[config.mk]
export PLATFORM = sky130hd
export DESIGN_NAME = bdy_seq_ctrl
export DESIGN_NICKNAME = d
export VERILOG_FILES = /design/src/rtl/bdy_seq_ctrl.sv
export SDC_FILE = /design/constraint.sdc
export NUM_CORES = 1
export LEC_CHECK = 0
export BUFFER_PORTS_ARGS = -buffer_cell sky130_fd_sc_hd__buf_4
export CAP_MARGIN = 40
export CELL_PAD_IN_SITES_DETAIL_PLACEMENT = 1
export CELL_PAD_IN_SITES_GLOBAL_PLACEMENT = 1
export CORE_AREA = 2 2 125 127
export DETAILED_ROUTE_END_ITERATION = 7
export DIE_AREA = 0 0 127 129
export GPL_TIMING_DRIVEN = 0
export PLACE_DENSITY_LB_ADDON = 0.1
export SKIP_LAST_GASP = 1
export SLEW_MARGIN = 10
export SYNTH_ARGS = -nofsm -noshare
export SYNTH_HDL_FRONTEND = slang
export SYNTH_SLANG_ARGS = --single-unit
[constraint.sdc]
create_clock -name iSYS_CLK -period 4.4 [get_ports iSYS_CLK]
set_input_delay 0 -clock iSYS_CLK [delete_from_list [all_inputs] [get_ports iSYS_CLK]]
set_output_delay 0 -clock iSYS_CLK [all_outputs]
set_load 0.02 [all_outputs]
[src/rtl/bdy_seq_ctrl.sv]
// ---------------------------------------------------------------------------
// bdy_seq_ctrl
//
// Job sequencer in front of the MDL_BDY butterfly/PWM datapath. One command
// at a time is accepted and run through four phases:
//   LOAD  - PRM_COEFFS beats pass from the host input stream into MDL_BDY
//   KICK  - one-cycle oCTL_MODE pulse carrying the op code (skipped for op 0)
//   WAIT  - idle until MDL_BDY offers its first result, bounded by PRM_TMO
//   DRAIN - PRM_COEFFS result beats pass back to the host, TLAST generated here
// followed by a one-cycle DONE state that pulses oDONE.
//
// Both stream paths are zero-latency combinational pass-throughs. Only the
// valid/ready pair of the active phase is opened, so backpressure propagates
// straight through and nothing is buffered.
//
// Ports
//   iSYS_CLK, iSYS_RST        clock (rising edge), async active-low reset
//   iCMD_VALID/oCMD_READY     command handshake; oCMD_READY high only in IDLE
//   iCMD_OP/iCMD_Q/iCMD_BUT   op code (0 = no kick), modulus select, butterfly
//                             config; all latched on accept
//   iS_AXIS_*  / oS_AXIS_TREADY   host input stream (active in LOAD)
//   oB_AXIS_*  / iB_AXIS_TREADY   MDL_BDY slave port (active in LOAD)
//   iB_M_AXIS_* / oB_M_AXIS_TREADY  MDL_BDY master port (active in DRAIN);
//                             its TLAST is not used
//   oM_AXIS_*  / iM_AXIS_TREADY   host output stream (active in DRAIN)
//   oCTL_MODE/oCTL_Q/oCTL_BUT MDL_BDY control inputs
//   oBUSY                     state is not IDLE
//   oDONE                     one-cycle pulse at job end
//   oERR                      sticky error, cleared on next command accept
//   oSTATE                    current state, for debug
// ---------------------------------------------------------------------------
module bdy_seq_ctrl #(
    parameter int PRM_DAXI   = 64,
    parameter int PRM_COEFFS = 4096,
    parameter int PRM_CNTW   = 13,
    parameter int PRM_TMO    = 65535
) (
    input  logic                    iSYS_CLK,
    input  logic                    iSYS_RST,

    input  logic                    iCMD_VALID,
    output logic                    oCMD_READY,
    input  logic [2:0]              iCMD_OP,
    input  logic [1:0]              iCMD_Q,
    input  logic [1:0]              iCMD_BUT,

    input  logic                    iS_AXIS_TVALID,
    input  logic [PRM_DAXI-1:0]     iS_AXIS_TDATA,
    input  logic [PRM_DAXI/8-1:0]   iS_AXIS_TKEEP,
    input  logic                    iS_AXIS_TLAST,
    output logic                    oS_AXIS_TREADY,

    output logic                    oB_AXIS_TVALID,
    output logic [PRM_DAXI-1:0]     oB_AXIS_TDATA,
    output logic [PRM_DAXI/8-1:0]   oB_AXIS_TKEEP,
    output logic                    oB_AXIS_TLAST,
    input  logic                    iB_AXIS_TREADY,

    input  logic                    iB_M_AXIS_TVALID,
    input  logic [PRM_DAXI-1:0]     iB_M_AXIS_TDATA,
    input  logic [PRM_DAXI/8-1:0]   iB_M_AXIS_TKEEP,
    output logic                    oB_M_AXIS_TREADY,

    output logic                    oM_AXIS_TVALID,
    output logic [PRM_DAXI-1:0]     oM_AXIS_TDATA,
    output logic [PRM_DAXI/8-1:0]   oM_AXIS_TKEEP,
    output logic                    oM_AXIS_TLAST,
    input  logic                    iM_AXIS_TREADY,

    output logic [2:0]              oCTL_MODE,
    output logic [1:0]              oCTL_Q,
    output logic [1:0]              oCTL_BUT,
    output logic                    oBUSY,
    output logic                    oDONE,
    output logic                    oERR,
    output logic [2:0]              oSTATE
);

    localparam int TMOW = $clog2(PRM_TMO + 1);
    localparam logic [PRM_CNTW-1:0] LAST_BEAT = PRM_CNTW'(PRM_COEFFS - 1);
    localparam logic [TMOW-1:0]     TMO_LIMIT = TMOW'(PRM_TMO);

    typedef enum logic [2:0] {
        IDLE  = 3'd0,
        LOAD  = 3'd1,
        KICK  = 3'd2,
        WAIT  = 3'd3,
        DRAIN = 3'd4,
        DONE  = 3'd5
    } state_t;

    state_t               state;
    logic [PRM_CNTW-1:0]  beatCnt;
    logic [TMOW-1:0]      tmoCnt;
    logic [2:0]           cmdOp;
    logic [2:0]           ctlMode;
    logic [1:0]           ctlQ;
    logic [1:0]           ctlBut;
    logic                 doneReg;
    logic                 errReg;

    logic                 loadPhase;
    logic                 drainPhase;
    logic                 loadBeat;
    logic                 drainBeat;
    logic                 lastBeat;

    assign loadPhase  = (state == LOAD);
    assign drainPhase = (state == DRAIN);
    assign lastBeat   = (beatCnt == LAST_BEAT);

    // Host -> MDL_BDY. Only the handshake pair is gated; payload lines are
    // wired straight across because they mean nothing without a valid.
    assign oB_AXIS_TVALID = loadPhase & iS_AXIS_TVALID;
    assign oS_AXIS_TREADY = loadPhase & iB_AXIS_TREADY;
    assign oB_AXIS_TDATA  = iS_AXIS_TDATA;
    assign oB_AXIS_TKEEP  = iS_AXIS_TKEEP;
    assign oB_AXIS_TLAST  = iS_AXIS_TLAST;
    assign loadBeat       = oB_AXIS_TVALID & iB_AXIS_TREADY;

    // MDL_BDY -> host. TLAST is regenerated from the beat count; the one
    // coming out of MDL_BDY is not trusted.
    assign oM_AXIS_TVALID   = drainPhase & iB_M_AXIS_TVALID;
    assign oB_M_AXIS_TREADY = drainPhase & iM_AXIS_TREADY;
    assign oM_AXIS_TDATA    = iB_M_AXIS_TDATA;
    assign oM_AXIS_TKEEP    = iB_M_AXIS_TKEEP;
    assign oM_AXIS_TLAST    = drainPhase & lastBeat;
    assign drainBeat        = oM_AXIS_TVALID & iM_AXIS_TREADY;

    assign oCMD_READY = (state == IDLE);
    assign oBUSY      = (state != IDLE);
    assign oSTATE     = state;
    assign oCTL_MODE  = ctlMode;
    assign oCTL_Q     = ctlQ;
    assign oCTL_BUT   = ctlBut;
    assign oDONE      = doneReg;
    assign oERR       = errReg;

    // NOTE: state registers take non-blocking assignments only, so every
    // branch below reads the pre-edge values no matter the statement order.
    always_ff @(posedge iSYS_CLK or negedge iSYS_RST) begin
        if (!iSYS_RST) begin
            state   <= IDLE;
            beatCnt <= '0;
            tmoCnt  <= '0;
            cmdOp   <= '0;
            ctlMode <= '0;
            ctlQ    <= '0;
            ctlBut  <= '0;
            doneReg <= 1'b0;
            errReg  <= 1'b0;
        end else begin
            // Pulse outputs default low; only the transitions into KICK
            // and DONE raise them, each for exactly one cycle.
            ctlMode <= '0;
            doneReg <= 1'b0;

            unique case (state)
                IDLE: begin
                    if (iCMD_VALID) begin
                        cmdOp   <= iCMD_OP;
                        ctlQ    <= iCMD_Q;
                        ctlBut  <= iCMD_BUT;
                        beatCnt <= '0;
                        errReg  <= 1'b0;
                        state   <= LOAD;
                    end
                end

                LOAD: begin
                    if (loadBeat) begin
                        if (lastBeat) begin
                            // Full load: a missing TLAST is flagged but the
                            // job goes on, since the beat count is what
                            // MDL_BDY actually depends on.
                            if (!iS_AXIS_TLAST) begin
                                errReg <= 1'b1;
                            end
                            beatCnt <= '0;
                            tmoCnt  <= '0;
                            if (cmdOp == 3'd0) begin
                                state <= WAIT;
                            end else begin
                                ctlMode <= cmdOp;
                                state   <= KICK;
                            end
                        end else if (iS_AXIS_TLAST) begin
                            // Short frame: the beat has already gone to
                            // MDL_BDY; abandon the job without kicking.
                            errReg  <= 1'b1;
                            doneReg <= 1'b1;
                            state   <= DONE;
                        end else begin
                            beatCnt <= beatCnt + 1'b1;
                        end
                    end
                end

                KICK: begin
                    beatCnt <= '0;
                    tmoCnt  <= '0;
                    state   <= WAIT;
                end

                WAIT: begin
                    beatCnt <= '0;
                    // The first result only opens DRAIN; it is consumed
                    // there, never here.
                    if (iB_M_AXIS_TVALID) begin
                        state <= DRAIN;
                    end else if (tmoCnt == TMO_LIMIT) begin
                        errReg  <= 1'b1;
                        doneReg <= 1'b1;
                        state   <= DONE;
                    end else begin
                        tmoCnt <= tmoCnt + 1'b1;
                    end
                end

                DRAIN: begin
                    if (drainBeat) begin
                        if (lastBeat) begin
                            doneReg <= 1'b1;
                            state   <= DONE;
                        end else begin
                            beatCnt <= beatCnt + 1'b1;
                        end
                    end
                end

                DONE: begin
                    state <= IDLE;
                end

                default: begin
                    state <= IDLE;
                end
            endcase
        end
    end

endmodule
### Yosys cells after proc, flatten, opt, wreduce, memory -nomap -nowiden

Cells that the tools add are included.
W data, S select, Z words.

| cells by class | value |
|---|---|
| add/sub/neg operators | 2 |
| reductions and logical operators | 12 |
| bitwise operators | 7 |
| equality and inequality tests | 19 |
| mux-type cells | 42 |

Operator list:

| kind | count |
|---|---|
| $mux W13 | 6 |
| $mux W16 | 4 |
| $pmux W13 S4 | 1 |
| $pmux W16 S3 | 1 |
| $mux W3 | 12 |
| $add A16 B1 Y16 const B | 1 |
| $eq A16 B16 Y1 const B | 1 |
| $mux W1 | 15 |
| $pmux W3 S5 | 1 |
| $add A13 B1 Y13 const B | 1 |
| $eq A13 B12 Y1 const B | 1 |
| $reduce_and A6 Y1 | 2 |
| $ne A2 B2 Y1 const B | 5 |
| $reduce_bool A3 Y1 | 3 |
| $ne A2 B1 Y1 const B | 4 |
| $and A1 B1 Y1 | 7 |
| $reduce_and A7 Y1 | 1 |
| $eq A3 B2 Y1 const B | 2 |
| $logic_not A3 Y1 | 2 |
| $ne A3 B2 Y1 const B | 2 |
| $ne A3 B3 Y1 const B | 2 |
| $pmux W1 S3 | 2 |
| $reduce_and A5 Y1 | 1 |
| $reduce_bool A4 Y1 | 1 |
| other kinds (4) | 4 |

| storage, ports and cells | value |
|---|---|
| input port bits | 159 |
| word-level logic and storage cells | 91 |
| output and inout port bits | 164 |
| bits in registers | 44 |

### Longest topological paths before layout

| logic depth | value |
|---|---|
| depth after elaboration | 5 |
| depth in mapped cells | 8 |
| depth with buffers taken out | 6 |

### Worst setup path after synthesis

Ideal clock, no wire load.

| path | value |
|---|---|
| path type | reg-to-reg |
| from | register state[0] (netlist: oSTATE[0]) |
| to | register cmdOp[0] |
| setup slack | 2.300 ns |
| data arrival time | 1.976 ns |
| clock period less this slack | 2.100 ns |
| buffers on the path | 1 |
| data required time | 4.275 ns |
| cell stages (with the launch flop) | 6 |
| setup time | 0.125 ns |
| path through | dfrtp_1 -> or3_1 -> inv_1 -> and2_1 -> clkbuf_1 -> mux2_2 |

| between the ends | value |
|---|---|
| word-level cells in the longest chain between the ends | 2 |

Ends and longest elaborated chain:

| element | line | text |
|---|---|---|
| start: declaration | 92 | `state_t state;` |
| start signal: assignment | 143 | `state <= IDLE;` |
| start signal: assignment | 166 | `state <= LOAD;` |
| start signal: assignment | 182 | `state <= WAIT;` |
| $logic_not A3 Y1 | n/a |  |
| net oCMD_READY | 42 | `output logic oCMD_READY,` |
| $reduce_and A2 Y1 (no source line) | n/a |  |
| end signal: assignment | 161 | `cmdOp <= iCMD_OP;` |
| end: declaration | 95 | `logic [2:0] cmdOp;` |

The timed path passes the listed nets, and every way through them passes these cells.
A chain may end at the register's enable or synchronous reset.

### Worst setup path in the final report

| path | value |
|---|---|
| from | register beatCnt[0] |
| to | register beatCnt[7] |

| between the ends | value |
|---|---|
| word-level cells in the longest chain between the ends | 5 |
| elaborated cells between the ends (all ways) | 11 |
| those cells by class | add/sub: 1; eq/ne: 3; mux: 6; reduce/logical: 1 |

Ends and longest elaborated chain:

| element | line | text |
|---|---|---|
| start: declaration | 93 | `logic [PRM_CNTW-1:0] beatCnt;` |
| start signal: assignment | 194 | `beatCnt <= beatCnt + 1'b1;` |
| start signal: assignment | 226 | `beatCnt <= beatCnt + 1'b1;` |
| $add A13 B1 Y13 | 194, 226 |  |
| $mux W13 | 187 | `end else if (iS_AXIS_TLAST) begin` |
| $mux W13 | 172 | `if (lastBeat) begin` |
| $mux W13 | 171 | `if (loadBeat) begin` |
| $pmux W13 S4 | 158 | `unique case (state)` |

Several ways; a longest one is shown, not always the timed one. The select of a mux whose other input is x is not followed.

==> results.md <==
- Outcome: finished clean
- Setup bufs post-CTS: 0
- Largest net degree at the start of global routing: 45
- Syn nets: 566
- CP delay by family, top: simple AND/OR/NAND/NOR gates
- Worst EP required: 4.57 ns
- Clk buf depth: 2
- Synth area leaders: dfrtp_1, buf_4, a31oi_1
- Final ANT Viol Nets: 0
- Number of max-cap violations: 0
- Critical path's largest stage delay: 0.55 ns
- Mux share of post-synthesis cell area: 2.23%
- Post-Syn Area: 0.00354 sq mm
- Critical path type: reg2reg
- Initial core utilization: 23.6%
- Hold buffers post-CTS: 8
- Setup repair after global routing missed its margin: no
- Max_slew headroom: 57.8%
- Die Y: 129 microns
- Die X-Extent: 127 microns
- Via count: 3509
- Worst path cell trace: ha_1 -> nand4_2 -> nor4_2 -> o21ai_1 -> clkbuf_1 -> a21boi_0 -> a2bb2oi_1
- Vias in the first global route: 3514
- Die area: 0.0164 sq mm
- GR Util met1: 16.2%
- HP Class: in2reg
- Total Neg Setup Slack: 0 ns
- Antenna diodes: 0
- Final Max Tran Viols: 0
- Hold Fails Final Rpt: 0
- Main combinational cell family by area after synthesis: buffers and inverters
- Dpl cell area: 0.00511 sq mm
- Drt via density: 4.45
- #FFs+latches synth: 44
- Synth Area in Adders: 0.708%
- Post_cts resized: 0
- Buffers added on ports: 178
- Ys flop type: dfrtp_1
- Final #Nets: 760
- Synth Area per Inst: 8.73 sq um
- Compound-Gate Fraction of Synth Area: 15.8%
- Met3 usage: 2.54%
- Period utilisation layout: 55.8%
- Nature of the critical path endpoint: flop
- Met2 Use GR: 26.9%
- CTS tree: built
- Top cell type's share of synthesized area: 31.1%
- Finished Cell Area: 0.00533 sq mm
- Peak supply drop: 0.132 mV
- Clock Pin Slew Worst Setup and Hold Paths: 0.07 ns
- Routability Congestion: 0.767
- Ratio of cells with drive above 1 in the final layout: 59.0%
- Root buffer cell: clkbuf_16
- H-tree levels: 2
- Final Critical Period: 2.45 ns
- Post-Synth Simple-Gate Area: 16.5%
- Max Fclk: 408 MHz
- EDFF count, synth: 0
- Worst-path fanout max: 10
- Register area share after synthesis: 31.1%
- Crit path launch type: flop
- Wire per inst: 15.8 microns
- Global-route wire length before repair: 18300 microns
- Static leakage: 2.67 nW
- Grt total ovfl: 0
- Least-Margin Pin Slew: 0.632 ns
- Residual DRC count: 0
- Clock Latency Late Sink: 0.29 ns
- Dpl hpwl: 10200 microns
- Core area: 0.0150 sq mm
- Area grow syn2layout: 50.8%
- Final setup viols: 0
- IO Count: 323
- Arrival @ worst endpoint: 2.62 ns
- Num CTS Buffers: 5
- Synth unique cells: 52
- Initial antenna violation count: 0
- Async set or reset register ratio after synthesis: 100%
- Syn Inst Count: 405
- Buffers and inverters on the worst path: 1
- Clock Sink Count: 44
- 1st-pass router iterations: 4
- Synth Area in XOR/XNOR: 0.248%
- Dominant cell type by area after synthesis: dfrtp_1
- Final core utilization: 35.6%
- Aggregate global-route resource usage: 13.9%
- Synth warn: 0
- Clock skew: 0.00895 ns
- DRT Wirelength: 12400 microns
- Initial detailed-routing violation count: 138
- GR peak layer: met2
- Slowest cell on crit path: nor4_2
- # rows: 45
- Cell Pwr Density: 305 mW/mm^2
## cell usage after synthesis, types with 3 or more instances
master / number
buf_2: 4
inv_1: 6
o21ai_0: 21
mux2_2: 7
a31oi_1: 17
o31ai_1: 6
and2_1: 5
nand2_1: 24
dfrtp_1: 44
buf_4: 146
and3_1: 5
a21oi_1: 15
nand3_1: 17
nand2b_1: 6
nand4_1: 4
nor2_1: 18
clkbuf_1: 5
o41ai_1: 3
nor3_1: 4
a41oi_1: 4
## area by class of cell
class	instances	area, sq um
well taps	188	235
fillers	1764	9640
clock inverters	1	8.76
clock buffers	7	133
multi-input cells	198	1250
repair buffers	187	1420
flip-flops and latches	44	1100
plain buffers	157	1160
inverters	6	22.5
## power breakdown
group	internal (W)	switching, W	leakage, nW	total, W
clock	0.000213	0.000165	0.0681	0.000378
combinational	0.000341	0.000378	2.03	0.000719
sequential	0.000469	0.0000620	0.571	0.000532
## tightest hold or removal path, cell delays in order
cell and delay (ns):
buf_4 0.11, nand3_1 0.07, o211ai_1 0.09
## per-layer routing
metal | routed length [microns] | share of wire [%] | up-vias
met1 | 4690 | 38 | 1671
met2 | 6820 | 55 | 170
met3 | 809 | 6.5 | 8
met4 | 91 | 0.73 | 0
met5 | 0 | 0 | -
li1 | - | - | 1660
## cells in the final DEF (no fill, tap or decap), drive strengths merged, types with 4 or more instances in the layout
master / instances
buf: 331
a41oi: 4
nor4: 4
nor2: 19
and2: 5
mux2: 7
a31oi: 17
nand2: 24
clkbuf: 12
inv: 6
nand4: 5
o31ai: 6
and3: 5
dlygate4sd3: 8
a21oi: 15
nor3: 4
o21ai: 23
nand3: 17
dfrtp: 44
nand2b: 6
## path summary, 6_finish.rpt
check	end	depth (start not counted)	slack, ns	start
setup / recovery	beatCnt[7]	7	1.95	beatCnt[0]
hold / removal	oDONE	3	0.04	iM_AXIS_TREADY
setup reg to reg	beatCnt[7]	7	1.95	beatCnt[0]
hold reg to reg	tmoCnt[11]	1	0.50	tmoCnt[11]
max in group asynchronous	oSTATE[1]	2	3.73	iSYS_RST
min in group asynchronous	beatCnt[8]	2	0.26	iSYS_RST
## state kept, by name (all words and copies together), names as in the netlist
signal and flops:
oCTL_Q 2, cmdOp 3, oCTL_MODE 3, oDONE 1, oERR 1, tmoCnt 16, oSTATE 3, oCTL_BUT 2
beatCnt 13
## stage by stage
| stage | hold WS (ns) | power [W] | setup WS [ns] | instances |
|---|---|---|---|---|
| 2_1_floorplan | -0.296 | 0.000980 | 2.30 | 405 |
| 3_3_place_gp | 0.0573 | 0.00126 | 1.96 | 771 |
| 3_5_place_dp | 0.0603 | 0.00127 | 1.95 | 772 |
| 4_1_cts | 0.0413 | 0.00166 | 1.94 | 788 |
| 5_1_grt | 0.0515 | 0.00173 | 1.73 | 788 |
| 6_report | 0.0420 | 0.00163 | 1.95 | 788 |
## cell families (layout without fill, tap and decap cells)
| kind of cell | Yosys count | count (layout) |
|---|---|---|
| AOI/OAI and AO/OA | 85 | 85 |
| xor gates and xnor gates | 1 | 1 |
| adders and majority gates | 2 | 2 |
| buffers and inverters | 163 | 358 |
| DFF | 44 | 44 |
| muxes | 7 | 7 |
| and+or+nand+nor | 103 | 103 |
Power figures use the tool's default switching activity.
